[config.mk]
export PLATFORM = sky130hd
export DESIGN_NAME = uart_tx_arbiter
export DESIGN_NICKNAME = d
export VERILOG_FILES = /design/src/rtl/uart_tx_arbiter.sv
export SDC_FILE = /design/constraint.sdc
export NUM_CORES = 1
export LEC_CHECK = 0
export CAP_MARGIN = 10
export CORE_MARGIN = 4
export CORE_UTILIZATION = 47
export DETAILED_ROUTE_END_ITERATION = 8
export PLACE_DENSITY = 0.82
export SYNTH_ARGS = -nofsm -noshare
export SYNTH_HDL_FRONTEND = slang
export SYNTH_SLANG_ARGS = --single-unit
[constraint.sdc]
create_clock -name clk -period 2.6 [get_ports clk]
set_input_delay 0.26 -clock clk [delete_from_list [all_inputs] [get_ports clk]]
set_output_delay 0.26 -clock clk [all_outputs]
set_load 0.1 [all_outputs]
[src/rtl/uart_tx_arbiter.sv]
// rtl/uart_tx_arbiter.sv - round-robin arbiter sharing one UART byte transmitter among NUM_REQ sources
//
// Ports:
//   clk        clock
//   rst        synchronous reset, active-high
//   req_data   requester i byte at [i*DATA_WIDTH +: DATA_WIDTH]
//   req_valid  per-requester byte valid
//   req_last   per-requester last byte of message (sampled with valid)
//   req_ready  per-requester accept, only the granted bit can be set
//   tx_data    byte to UART TX
//   tx_valid   byte valid to UART TX
//   tx_ready   UART TX ready
//   grant_id   current / most recent granted requester
//   busy       high whenever a grant is active

module uart_tx_arbiter #(
  parameter int NUM_REQ      = 4,
  parameter int DATA_WIDTH   = 8,
  parameter int MAX_BURST    = 16,
  parameter int IDLE_TIMEOUT = 64
) (
  input  logic                          clk,
  input  logic                          rst,
  input  logic [NUM_REQ*DATA_WIDTH-1:0] req_data,
  input  logic [NUM_REQ-1:0]            req_valid,
  input  logic [NUM_REQ-1:0]            req_last,
  output logic [NUM_REQ-1:0]            req_ready,
  output logic [DATA_WIDTH-1:0]         tx_data,
  output logic                          tx_valid,
  input  logic                          tx_ready,
  output logic [$clog2(NUM_REQ)-1:0]    grant_id,
  output logic                          busy
);

  localparam int GW = $clog2(NUM_REQ);
  localparam int BW = $clog2(MAX_BURST + 1);
  localparam int IW = $clog2(IDLE_TIMEOUT);

  typedef enum logic [1:0] {S_IDLE, S_GRANT, S_DRAIN} state_t;

  state_t                  state;
  logic [GW-1:0]           rr_ptr;
  logic [GW-1:0]           rr_pick;
  logic [GW-1:0]           next_ptr;
  logic                    rr_found;
  logic [2*NUM_REQ-1:0]    rot_valid;
  logic [BW-1:0]           burst_cnt;
  logic [IW-1:0]           idle_cnt;
  logic                    last_r;
  logic [DATA_WIDTH-1:0]   sel_data;
  logic                    sel_valid;
  logic                    sel_last;

  function automatic logic [NUM_REQ-1:0] onehot(input logic [GW-1:0] id);
    logic [NUM_REQ-1:0] v;
    v     = '0;
    v[id] = 1'b1;
    return v;
  endfunction

  // Rotate the request vector so bit 0 is the requester at rr_ptr; the
  // first set bit k then maps back to (rr_ptr + k) mod NUM_REQ.
  always_comb begin
    rot_valid = {req_valid, req_valid} >> rr_ptr;
    rr_found  = 1'b0;
    rr_pick   = '0;
    for (int k = 0; k < NUM_REQ; k++) begin
      if (!rr_found && rot_valid[k]) begin
        rr_found = 1'b1;
        rr_pick  = GW'((int'(rr_ptr) + k) % NUM_REQ);
      end
    end
  end

  // Lanes of the granted requester.
  always_comb begin
    sel_data  = '0;
    sel_valid = 1'b0;
    sel_last  = 1'b0;
    for (int i = 0; i < NUM_REQ; i++) begin
      if (grant_id == GW'(i)) begin
        sel_data  = req_data[i*DATA_WIDTH +: DATA_WIDTH];
        sel_valid = req_valid[i];
        sel_last  = req_last[i];
      end
    end
  end

  assign next_ptr = (grant_id == GW'(NUM_REQ - 1)) ? '0 : grant_id + GW'(1);

  always_ff @(posedge clk) begin
    if (rst) begin
      state     <= S_IDLE;
      tx_valid  <= 1'b0;
      tx_data   <= '0;
      req_ready <= '0;
      grant_id  <= '0;
      rr_ptr    <= '0;
      burst_cnt <= '0;
      idle_cnt  <= '0;
      last_r    <= 1'b0;
      busy      <= 1'b0;
    end else begin
      case (state)
        S_IDLE: begin
          if (rr_found) begin
            grant_id  <= rr_pick;
            req_ready <= onehot(rr_pick);
            burst_cnt <= '0;
            idle_cnt  <= '0;
            busy      <= 1'b1;
            state     <= S_GRANT;
          end
        end

        S_GRANT: begin
          if (sel_valid) begin
            tx_data   <= sel_data;
            tx_valid  <= 1'b1;
            last_r    <= sel_last;
            burst_cnt <= burst_cnt + BW'(1);
            idle_cnt  <= '0;
            req_ready <= '0;
            state     <= S_DRAIN;
          end else begin
            idle_cnt <= idle_cnt + IW'(1);
            // Release on the cycle the count reaches IDLE_TIMEOUT-1.
            if (idle_cnt == IW'(IDLE_TIMEOUT - 2)) begin
              rr_ptr    <= next_ptr;
              req_ready <= '0;
              busy      <= 1'b0;
              state     <= S_IDLE;
            end
          end
        end

        S_DRAIN: begin
          // tx_valid is always high here, so tx_ready alone is the handshake.
          if (tx_ready) begin
            tx_valid <= 1'b0;
            if (last_r || (burst_cnt == BW'(MAX_BURST))) begin
              rr_ptr <= next_ptr;
              busy   <= 1'b0;
              state  <= S_IDLE;
            end else begin
              req_ready <= onehot(grant_id);
              state     <= S_GRANT;
            end
          end
        end

        default: begin
          req_ready <= '0;
          busy      <= 1'b0;
          state     <= S_IDLE;
        end
      endcase
    end
  end

endmodule

### After elaboration in Yosys (flattened, before gate mapping)

Index checks and enable logic that the tools add are counted.

| storage, ports and cells | value |
|---|---|
| register bits | 32 |
| output and inout port bits | 16 |
| word-level logic and storage cells | 115 |

| operators by class | value |
|---|---|
| equality and inequality tests | 15 |
| add/sub/neg operators | 6 |
| multiplexer cells | 57 |
| order comparisons | 4 |
| shifts and indexed selects | 1 |
| reduce and logical (&&, ||, !) cells | 22 |

Operators with widths:

| operator | number |
|---|---|
| $mux W8 | 4 |
| $mux W2 | 13 |
| $mux W1 | 22 |
| $mux W4 | 5 |
| $ne A2 B2 Y1 const B | 7 |
| $mux W6 | 2 |
| $pmux W4 S3 | 1 |
| $pmux W6 S2 | 1 |
| $mux W5 | 2 |
| $pmux W5 S2 | 1 |
| $reduce_and A5 Y1 | 2 |
| $reduce_and A3 Y1 | 3 |
| $shr A8 B2 Y4 | 1 |
| $add A6 B1 Y6 const B | 1 |
| $eq A2 B2 Y1 const B | 3 |
| $eq A6 B6 Y1 const B | 1 |
| $lt A2 B3 Y1 const B | 2 |
| $pmux W2 S3 | 1 |
| $reduce_and A2 Y1 | 3 |
| $add A5 B1 Y5 const B | 1 |
| $eq A5 B5 Y1 const B | 1 |
| $logic_and A1 B1 Y1 | 5 |
| $add A2 B1 Y2 const B | 2 |
| $add A2 B2 Y2 const B | 2 |
| other kinds (12) | 19 |

### Logic depth before layout (Yosys ltp)

Gate-level depths: netlist of the first run.

| logic depth | value |
|---|---|
| depth in word-level cells | 17 |
| mapped depth | 9 |
| gate-level depth less buffers | 7 |

### Worst setup path before layout of the first run

Ideal clock, no wire load.

| timing path | value |
|---|---|
| kind | register to register |
| start | register grant_id[0] |
| end | register rr_ptr[0] |
| cell stages (with the launch flop) | 8 |
| slack | 0.026 ns |
| arrival time | 2.445 ns |
| library setup time | 0.129 ns |
| clock period less this slack | 2.574 ns |
| required time | 2.471 ns |
| cells stage by stage | dfxtp_1 inv_1 ha_1 a211oi_2 a211oi_4 o32ai_1 mux2i_1 nor2_1 |

| between the ends | value |
|---|---|
| cells in the longest elaborated chain, start to end | 7 |
| elaborated cells on any way between the ends | 17 |

Ends and longest elaborated chain:

| item | RTL line | source |
|---|---|---|
| start: declaration | 31 | `output logic [$clog2(NUM_REQ)-1:0] grant_id,` |
| start signal: assignment | 107 | `grant_id <= rr_pick;` |
| $logic_not A2 Y1 | 81 | `if (grant_id == GW'(i)) begin` |
| $mux W1 (4 in series) | 81 |  |
| $ne A2 B2 Y1 (no source line) | -- |  |
| $reduce_and A5 Y1 (no source line) | -- |  |
| end signal: assignment | 129 | `rr_ptr <= next_ptr;` |
| end signal: assignment | 142 | `rr_ptr <= next_ptr;` |
| end: declaration | 42 | `logic [GW-1:0] rr_ptr;` |

Parallel ways exist; a longest one is shown, timed or not. The select of a mux whose other input is x is not followed.
A chain may end at the register's enable or synchronous reset.

### Worst setup path in the final report of the first run

| timing path | value |
|---|---|
| start | register grant_id[1] |
| end | register tx_data[1] |

| between the ends | value |
|---|---|
| cells in the longest elaborated chain, start to end | 6 |
| elaborated cells on any way between the ends | 13 |

Ends and longest elaborated chain:

| item | RTL line | source |
|---|---|---|
| $logic_not A2 Y1 | 81 |  |
| $mux W1 (4 in series) | 81 |  |
| $reduce_and A2 Y1 (no source line) | -- |  |
| end signal: assignment | 118 | `tx_data <= sel_data;` |
| end: declaration | 28 | `output logic [DATA_WIDTH-1:0] tx_data,` |

Parallel ways exist; a longest one is shown, timed or not.

==> impl_metrics.csv, run 1 <==
group,metric,value,unit
detailed_routing,ant_nets,0,
layout,diodes,0,
timing,clock_skew,0.00939,ns
detailed_routing,wire_per_inst,14.7,um
die,die_x,71.9,um
power_and_ir_drop,p_int,0.999,mW
die,die-height,71.9,um
worst_setup_path,critical_path_arrival,2.48,ns
cts,cts_setup_buffers,0,
cts,clk_latency,0.29,ns
layout,layout.nets,341,
power_and_ir_drop,peakVddDrop,0.441,mV
synthesis,synth_area,0.00192,mm^2
grt,overflow,0,
layout,stdcell_area,0.00260,mm^2
layout,fillers,326,
power_and_ir_drop,p_switching,0.575,mW
die,core_area,0.00380,mm^2
timing,fmax,0.441,GHz
grt,grt_pass1_wl,8.07,mm
synthesis,synth_edf_count,0,
power_and_ir_drop,power_frac_comb,34.8,%
detailed_routing,routed.top_layer,"met4",
cts,cts_resized,0,
synthesis,yosys_warnings,0,
detailed_routing,via_per_inst,5.70,
placed_design,gp_congestion,0.853,
detailed_routing,vias,1933,
cts,cts.path.max_buffers,2,
cts,clk_pin_slew_worst_paths,0.07,ns
synthesis,synthCells,234,
die,dieArea,0.00517,mm^2
worst_setup_path,startpoint_type,"flop",
synthesis,seq_area_frac_synth,33.4,%
detailed_routing,wl_met2,2.47,mm
timing,slew-limit-headroom,56.4,%
cts,numCtsBuffers,5,
power_and_ir_drop,power.density,605,mW/mm^2
grt,grt_pass1_vias,1796,
power_and_ir_drop,pwr-share-seq,35.4,%
power_and_ir_drop,p_leak,0.992,nW
grt,grt_usage,19.5,%
timing,fin_crit_sh,87.3,%
detailed_routing,wl_met1,2.17,mm
timing,finalMaxSlewViolations,0,
layout,area_growth,35.5,%
detailed_routing,drc,0,
timing,report.final.hold_viol_count,0,
cts,hold_buffers,0,
grt,grt_max_degree,20,
status,status,"finished clean",
timing,post-route-min-period,2.27,ns
layout,seq_area,641,um^2
synthesis,synth_fp_nets,285,
timing,finalSetupViolCount,0,
power_and_ir_drop,clkPwrFrac,29.8,%
timing,tns,0,ns
synthesis,ys.flop_type,"dfxtp_1",
grt,antenna_found_initial,0,
worst_setup_path,crit_fanout,19,
synthesis,synth.distinct_cells,44,
cts,clock_sinks,32,
placed_design,post_dp_cell_area,0.00249,mm^2
worst_setup_path,worstSetupEndpointType,"flop",
worst_setup_path,cp.required,2.81,ns
synthesis,synth_seq_cells,32,
layout,drive_gt1_share,13.4,%
cts,cts_tree,"yes",
power_and_ir_drop,swShare,36.5,%
cts,cts-root-buf,"clkbuf_8",
synthesis,async_flop_share,0,%
detailed_routing,wirelength,5.00,mm
cts,htreeDepth,2,
die,ioPinCount,59,
placed_design,dp_hpwl,3.80,mm
detailed_routing,dr.pass1.iters,4,
placed_design,portBuffers,58,
detailed_routing,first_iter_violations,102,
timing,rsz0062_at_grt,"false",
synthesis,synth.avg_cell_area,8.20,um^2
timing,tightestPinTransition,0.646,ns
die,initial_core_util,50.5,%
detailed_routing,wl_met3,295,um
worst_setup_path,path_class,"flop to flop",
flow_run,maxCapViolCount,0,
die,rows,22,
layout,multi_input_area,0.00116,mm^2
min_path,hold_class,"flop to flop",
-- routing by layer --
metal / global-route usage, % / vias up
met3: 5.68 / 5
met1: 24.5 / 892
li1: - / 975
met5: 0 / -
met4: 6.26 / 0
met2: 32.0 / 61
-- layout make-up --
class	instances	share of cell area, %
clock buffer	6	2.79
timing repair buffer	66	23.1
clock inverter	2	1.35
tap	48	2.31
inverter	9	1.30
multi-input combinational	176	44.5
sequential	32	24.6
-- power by group through the flow --
stage                     clock network [mW]  registers (mW)  logic (mW)
after floorplan                            0           0.737       0.225
after global placement                     0           0.567       0.539
after detailed placement                   0           0.567       0.548
after CTS                              0.481           0.557       0.548
after global routing                   0.494           0.562       0.583
final                                  0.469           0.557       0.547
-- placed cells by master, fill, tap and decap left out, types with 9 or more instances in the layout --
cell type | synthesis | final
clkdlybuf4s50_1 | 0 | 42
nor3_1 | 12 | 12
a21oi_1 | 28 | 28
a221oi_1 | 9 | 9
buf_4 | 1 | 24
o21ai_0 | 12 | 12
nor2_1 | 18 | 18
inv_1 | 9 | 9
nor2b_1 | 14 | 14
dfxtp_1 | 32 | 32
nand2_1 | 12 | 12
-- cell families (layout without fill, tap and decap cells) --
| family | Yosys count | count (layout) | synth area share (%) |
|---|---|---|---|
| flops | 32 | 32 | 33.4 |
| buf+inv | 26 | 83 | 6.32 |
| mux | 5 | 5 | 2.61 |
| xor+xnor | 3 | 3 | 1.37 |
| compound gates | 76 | 76 | 27.8 |
| simple gates | 84 | 84 | 23.3 |
| fa+ha+maj | 8 | 8 | 5.22 |
-- final timing paths --
path	from	endpoint	slack, ns	depth (start not counted)
setup / recovery	grant_id[1]	tx_data[1]	0.33	8
hold / removal	idle_cnt[4]	idle_cnt[4]	0.49	1
setup reg to reg	grant_id[1]	tx_data[1]	0.33	8
hold reg to reg	idle_cnt[4]	idle_cnt[4]	0.49	1
-- per-stage QoR --
step / utilization, % / power (mW) / hold slack, ns / instances / setup slack, ns
5_1_grt: 68.4 / 1.64 / 0.516 / 339 / 0.145
4_1_cts: 68.4 / 1.59 / 0.489 / 339 / 0.342
6_report: 68.4 / 1.57 / 0.486 / 339 / 0.330
2_1_floorplan: - / 0.962 / 0.443 / 234 / 0.0260
3_3_place_gp: 65.6 / 1.11 / 0.459 / 331 / 0.382
3_5_place_dp: 65.6 / 1.11 / 0.483 / 331 / 0.270
-- flip-flops by register name, summed over array words and instances, names as in the netlist --
signal     cells
grant_id       2
idle_cnt       6
last_r         1
state          2
tx_data        8
tx_valid       1
burst_cnt      5
req_ready      4
busy           1
rr_ptr         2
-- critical path, stage by stage, from the launching register on --
cell      delay [ns]
dfxtp_1         0.40
inv_1           0.08
ha_1            0.22
nand3b_1        0.22
a211oi_4        0.59
and2_1          0.21
buf_4           0.21
o21ai_0         0.11
a21oi_1         0.16
-- synthesized netlist by cell type (2+ instances only) --
cell	instances	area share, %
o32ai_1	3	1.4
and2_1	2	0.65
mux2i_1	5	2.6
buf_2	3	0.78
or3_1	2	0.65
o31ai_1	4	1.6
nor2b_1	14	4.6
ha_1	8	5.2
a221oi_1	9	4.1
a21oi_1	28	7.3
buf_6	2	1.2
nand3_1	8	2.1
nor3_1	12	3.1
xor2_1	3	1.4
clkbuf_1	10	2.0
and3_1	3	0.98
a32o_1	4	2.1
a311oi_1	4	1.8
nand4_1	2	0.65
o21ai_0	12	3.1
nand2_1	12	2.3
dfxtp_1	32	33
nand2b_1	5	1.6
o32a_1	2	1.0
nor2_1	18	3.5
inv_1	9	1.8
Note: power is estimated with default switching activity, not from simulation.
==> inputs of run 2 (changes only) <==
--- a/config.mk
+++ b/config.mk
@@ -6,6 +6,7 @@
 export NUM_CORES = 1
 export LEC_CHECK = 0
 export CAP_MARGIN = 10
+export CORE_ASPECT_RATIO = 0.6
 export CORE_MARGIN = 4
 export CORE_UTILIZATION = 47
 export DETAILED_ROUTE_END_ITERATION = 8
==> run 2 against run 1 <==
Against the previous run:
- first-iteration DRC count grew 6.9%
- sequential cell count stayed put
- power shrank 5.0%
- setup slack worse by 0.048 ns
- utilization down 0.52 points
- clock power fell by 20%
- critical path depth stayed put
- cell area decreased by 0.53%
==> impl_metrics.csv, run 2 (same netlist as run 1, synthesis figures left out) <==
group,metric,value,unit
cts,cts_resized,0,
min_path,hold_class,"flop to flop",
timing,fin_crit_sh,89.2,%
layout,layout_common_cells,"clkdlybuf4s50_1 (42), dfxtp_1 (32), a21oi_1 (28)",
detailed_routing,drc,0,
layout,fillers,319,
timing,hold_ws,0.478,ns
layout,reg_top3,"tx_data: 8 flops, idle_cnt: 6 flops, burst_cnt: 5 flops",
cts,cts_tree,"yes",
power_and_ir_drop,peakVddDrop,0.379,mV
cts,cts_setup_buffers,0,
worst_setup_path,cp.required,2.81,ns
grt,grt_max_degree,20,
worst_setup_path,crit_fanout,19,
die,die-height,57.5,um
layout,area_growth,34.7,%
layout,regMostFlops,"tx_data",
timing,tightestPinTransition,0.553,ns
grt,overflow,0,
detailed_routing,first_iter_violations,109,
worst_setup_path,worstSetupEndpointType,"flop",
detailed_routing,wire_per_inst,16.2,um
cts,htreeDepth,2,
timing,clock_skew,0.00461,ns
layout,diodes,0,
layout,largest_reg_flops,8,
timing,rsz0062_at_grt,"false",
detailed_routing,wirelength,5.50,mm
power_and_ir_drop,power.density,578,mW/mm^2
timing,tns,0,ns
placed_design,portBuffers,58,
cts,clk_pin_slew_worst_paths,0.07,ns
cts,clock_sinks,32,
die,core_area,0.00381,mm^2
worst_setup_path,cp_top_family,"compound AO/OA/AOI/OAI gates",
die,initial_core_util,50.4,%
detailed_routing,vias,1928,
layout,layout_commonest_cell,"clkdlybuf4s50_1",
worst_setup_path,worst_path_max_delay_cell,"a211oi_4",
grt,grt_pass1_wl,9.06,mm
timing,finalMaxSlewViolations,0,
cts,clk_latency,0.28,ns
worst_setup_path,critical_path_arrival,2.53,ns
layout,drive_gt1_share,14.0,%
worst_setup_path,path_class,"flop to flop",
grt,antenna_found_initial,0,
worst_setup_path,cpPeakStageDelay,0.52,ns
cts,hold_buffers,0,
worst_setup_path,cp_num_buf_inv,2,
timing,slew-limit-headroom,63.1,%
placed_design,dp_hpwl,4.25,mm
status,status,"finished clean",
detailed_routing,dr.pass1.iters,4,
detailed_routing,ant_nets,0,
timing,report.final.hold_viol_count,0,
die,dieArea,0.00520,mm^2
cts,cts.path.max_buffers,2,
detailed_routing,via_per_inst,5.69,
worst_setup_path,crit_chain,"inv_1 -> ha_1 -> nand3b_1 -> a211oi_4 -> and2_1 -> buf_4 -> o21ai_0 -> a21oi_1",
layout,layout.nets,342,
worst_setup_path,startpoint_type,"flop",
flow_run,maxCapViolCount,0,
cts,numCtsBuffers,5,
die,die_x,90.5,um
die,ioPinCount,59,
die,rows,17,
grt,grt_usage,21.3,%
grt,grt_pass1_vias,1816,
placed_design,gp_congestion,0.849,
timing,fmax,0.431,GHz
timing,post-route-min-period,2.32,ns
power_and_ir_drop,p_leak,0.989,nW
timing,finalSetupViolCount,0,
cts,cts-root-buf,"clkbuf_8",
-- run 2: cell count changes in the layout (fill, tap and decap cells not counted) --
cell / delta
clkbuf_1: -1
buf_4: +1
clkinv_2: +1
clkinv_4: +1
bufinv_16: -1
-- run 2: final timing paths --
check / start / end / slack [ns] / cells after the start
worst max-delay path: grant_id[1] / tx_data[0] / 0.28 / 8
worst min-delay path: tx_valid / tx_valid / 0.48 / 2
worst max register to register: grant_id[1] / tx_data[0] / 0.28 / 8
worst min register to register: tx_valid / tx_valid / 0.48 / 2
-- run 2: per-layer routing --
layer / global-route usage (%) / share of wire, % / vias to the layer above / wire length [um]
li1: - / - / 969 / -
met1: 32.9 / 51 / 883 / 2800
met2: 30.1 / 42 / 74 / 2280
met3: 4.74 / 7.3 / 2 / 400
met4: 3.27 / 0.15 / 0 / 8
met5: 0 / 0 / - / 0
-- run 2: worst register-to-register path, cell delays in order, from the launching register on --
cell and delay [ns]:
dfxtp_1 0.41, inv_1 0.11, ha_1 0.28, nand3b_1 0.24
a211oi_4 0.52, and2_1 0.20, buf_4 0.22, o21ai_0 0.12
a21oi_1 0.15
-- run 2: through the flow --
stage | worst slack, ns | total power [mW] | util (%) | cell area (um^2) | cells
2_1_floorplan | 0.0260 | 0.962 | - | 1920 | 234
3_3_place_gp | 0.425 | 1.12 | 65.6 | 2500 | 331
3_5_place_dp | 0.326 | 1.12 | 65.6 | 2500 | 331
4_1_cts | 0.298 | 1.50 | 67.9 | 2590 | 339
5_1_grt | 0.101 | 1.56 | 67.9 | 2590 | 339
6_report | 0.282 | 1.49 | 67.9 | 2590 | 339
-- run 2: power breakdown --
| group | leakage, nW | switching (mW) | internal, mW |
|---|---|---|---|
| clock network | 0.0479 | 0.191 | 0.186 |
| registers | 0.261 | 0.0321 | 0.525 |
| logic | 0.681 | 0.368 | 0.193 |
-- run 2: layout make-up --
class	count	area (um^2)	area share (%)
clock inverters	3	18.8	0.726
well taps	47	58.8	2.27
multi-input cells	176	1160	44.8
repair buffers	67	608	23.5
clock buffers	5	68.8	2.66
inverters	9	33.8	1.31
flip-flops and latches	32	641	24.8
==> inputs of run 3 (changes only) <==
--- a/config.mk
+++ b/config.mk
@@ -11,6 +11,7 @@
 export CORE_UTILIZATION = 47
 export DETAILED_ROUTE_END_ITERATION = 8
 export PLACE_DENSITY = 0.82
+export SETUP_SLACK_MARGIN = 0.05
 export SYNTH_ARGS = -nofsm -noshare
 export SYNTH_HDL_FRONTEND = slang
 export SYNTH_SLANG_ARGS = --single-unit
==> run 3 against run 2 <==
Against the previous run:
- clock skew is 0.0020 ns lower
- setup slack better by 0.066 ns
- combinational power is 2% lower
- sequential share of layout area is 0.097 points higher
==> impl_metrics.csv, run 3 (same netlist as run 1, synthesis figures left out) <==
group,metric,value,unit
die,core_area,0.00381,mm^2
worst_setup_path,crit_fanout,19,
layout,reg_top3,"tx_data: 8 flops, idle_cnt: 6 flops, burst_cnt: 5 flops",
detailed_routing,first_iter_violations,103,
timing,clock_skew,0.00263,ns
timing,rsz0062_at_grt,"false",
layout,fin_util,67.9,%
layout,layout.nets,339,
timing,post-route-min-period,2.25,ns
timing,fin_crit_sh,86.6,%
timing,tightestPinTransition,0.705,ns
timing,report.final.hold_viol_count,0,
layout,area_growth,34.7,%
layout,largest_reg_flops,8,
die,die-height,57.5,um
power_and_ir_drop,peakVddDrop,0.369,mV
power_and_ir_drop,p_leak,0.983,nW
min_path,hold_class,"flop to flop",
power_and_ir_drop,p_int,0.996,mW
layout,diodes,0,
detailed_routing,wirelength,5.44,mm
detailed_routing,drc,0,
grt,grt_pass1_wl,8.99,mm
status,status,"finished clean",
power_and_ir_drop,swShare,36.8,%
grt,grt_max_degree,20,
worst_setup_path,path_class,"flop to flop",
power_and_ir_drop,p_switching,0.581,mW
die,ioPinCount,59,
cts,clk_latency,0.29,ns
layout,regMostFlops,"tx_data",
detailed_routing,via_per_inst,5.74,
cts,hold_buffers,0,
cts,cts-root-buf,"clkbuf_8",
die,rows,17,
timing,fmax,0.444,GHz
cts,numCtsBuffers,5,
grt,grt_usage,21.5,%
layout,layout_common_cells,"clkdlybuf4s50_1 (42), dfxtp_1 (30), a21oi_1 (28)",
cts,cts_resized,0,
flow_run,maxCapViolCount,0,
cts,cts.path.max_buffers,2,
grt,overflow,0,
die,dieArea,0.00520,mm^2
die,initial_core_util,50.4,%
layout,layout_commonest_cell,"clkdlybuf4s50_1",
layout,fillers,332,
grt,grt_pass1_vias,1804,
cts,htreeDepth,2,
cts,cts_tree,"yes",
cts,clk_pin_slew_worst_paths,0.06,ns
timing,slew-limit-headroom,52.9,%
die,die_x,90.5,um
detailed_routing,ant_nets,0,
layout,drive_gt1_share,13.5,%
worst_setup_path,worstSetupEndpointType,"flop",
detailed_routing,vias,1930,
timing,finalSetupViolCount,0,
timing,finalMaxSlewViolations,0,
cts,cts_setup_buffers,0,
worst_setup_path,startpoint_type,"flop",
worst_setup_path,critical_path_arrival,2.47,ns
grt,antenna_found_initial,0,
detailed_routing,wire_per_inst,16.2,um
cts,clock_sinks,32,
placed_design,gp_congestion,0.807,
power_and_ir_drop,pwr-share-seq,35.5,%
worst_setup_path,cp.required,2.82,ns
power_and_ir_drop,power.density,610,mW/mm^2
timing,tns,0,ns
power_and_ir_drop,clkPwrFrac,29.5,%
detailed_routing,dr.pass1.iters,5,
placed_design,dp_hpwl,4.13,mm
placed_design,portBuffers,58,
power_and_ir_drop,power_frac_comb,35.0,%
[run 3: cell type report]
cell class / instances / area, um^2 / area share (%)
clock buffer: 6 / 72.6 / 2.81
inverter: 9 / 33.8 / 1.31
sequential: 32 / 643 / 24.9
timing repair buffer: 64 / 586 / 22.6
clock inverter: 2 / 35.0 / 1.35
multi-input combinational: 176 / 1160 / 44.8
tap: 47 / 58.8 / 2.27
[run 3: stage by stage]
stage / hold slack [ns] / instance area (um^2) / worst slack [ns] / total power [mW] / instances
global placement: 0.465 / 2480 / 0.328 / 1.11 / 328
CTS: 0.482 / 2590 / 0.352 / 1.59 / 336
finish: 0.481 / 2590 / 0.348 / 1.58 / 336
global route: 0.509 / 2590 / 0.211 / 1.66 / 336
floorplan: 0.443 / 1920 / 0.394 / 0.962 / 234
detailed placement: 0.473 / 2480 / 0.226 / 1.12 / 328
[run 3: final timing paths]
check	slack [ns]	end	start	depth (start not counted)
setup reg to reg	0.35	tx_data[2]	grant_id[0]	8
setup / recovery	0.35	tx_data[2]	grant_id[0]	8
hold reg to reg	0.48	tx_valid	tx_valid	2
hold / removal	0.48	tx_valid	tx_valid	2
[run 3: layer usage]
layer  part of all wire [%]  track usage (%)
met5                      0                0
met4                    1.5             7.84
met3                    6.4             4.74
met2                     42             29.9
met1                     51             31.9
[run 3: critical path, stage by stage (launching register included)]
cell and delay [ns]:
dfxtp_2 0.39, inv_1 0.08, ha_1 0.27, nor3b_2 0.20, a211oi_4 0.54, and2_1 0.21
buf_4 0.22, o21ai_0 0.12, a21oi_1 0.15
[run 3: power groups by stage]
stage                     clock, mW  combinational [mW]  sequential, mW
after detailed placement          0               0.549           0.568
after CTS                     0.477               0.550           0.558
after floorplan                   0               0.225           0.737
after global routing          0.507               0.587           0.565
after global placement            0               0.542           0.568
final                         0.466               0.552           0.559
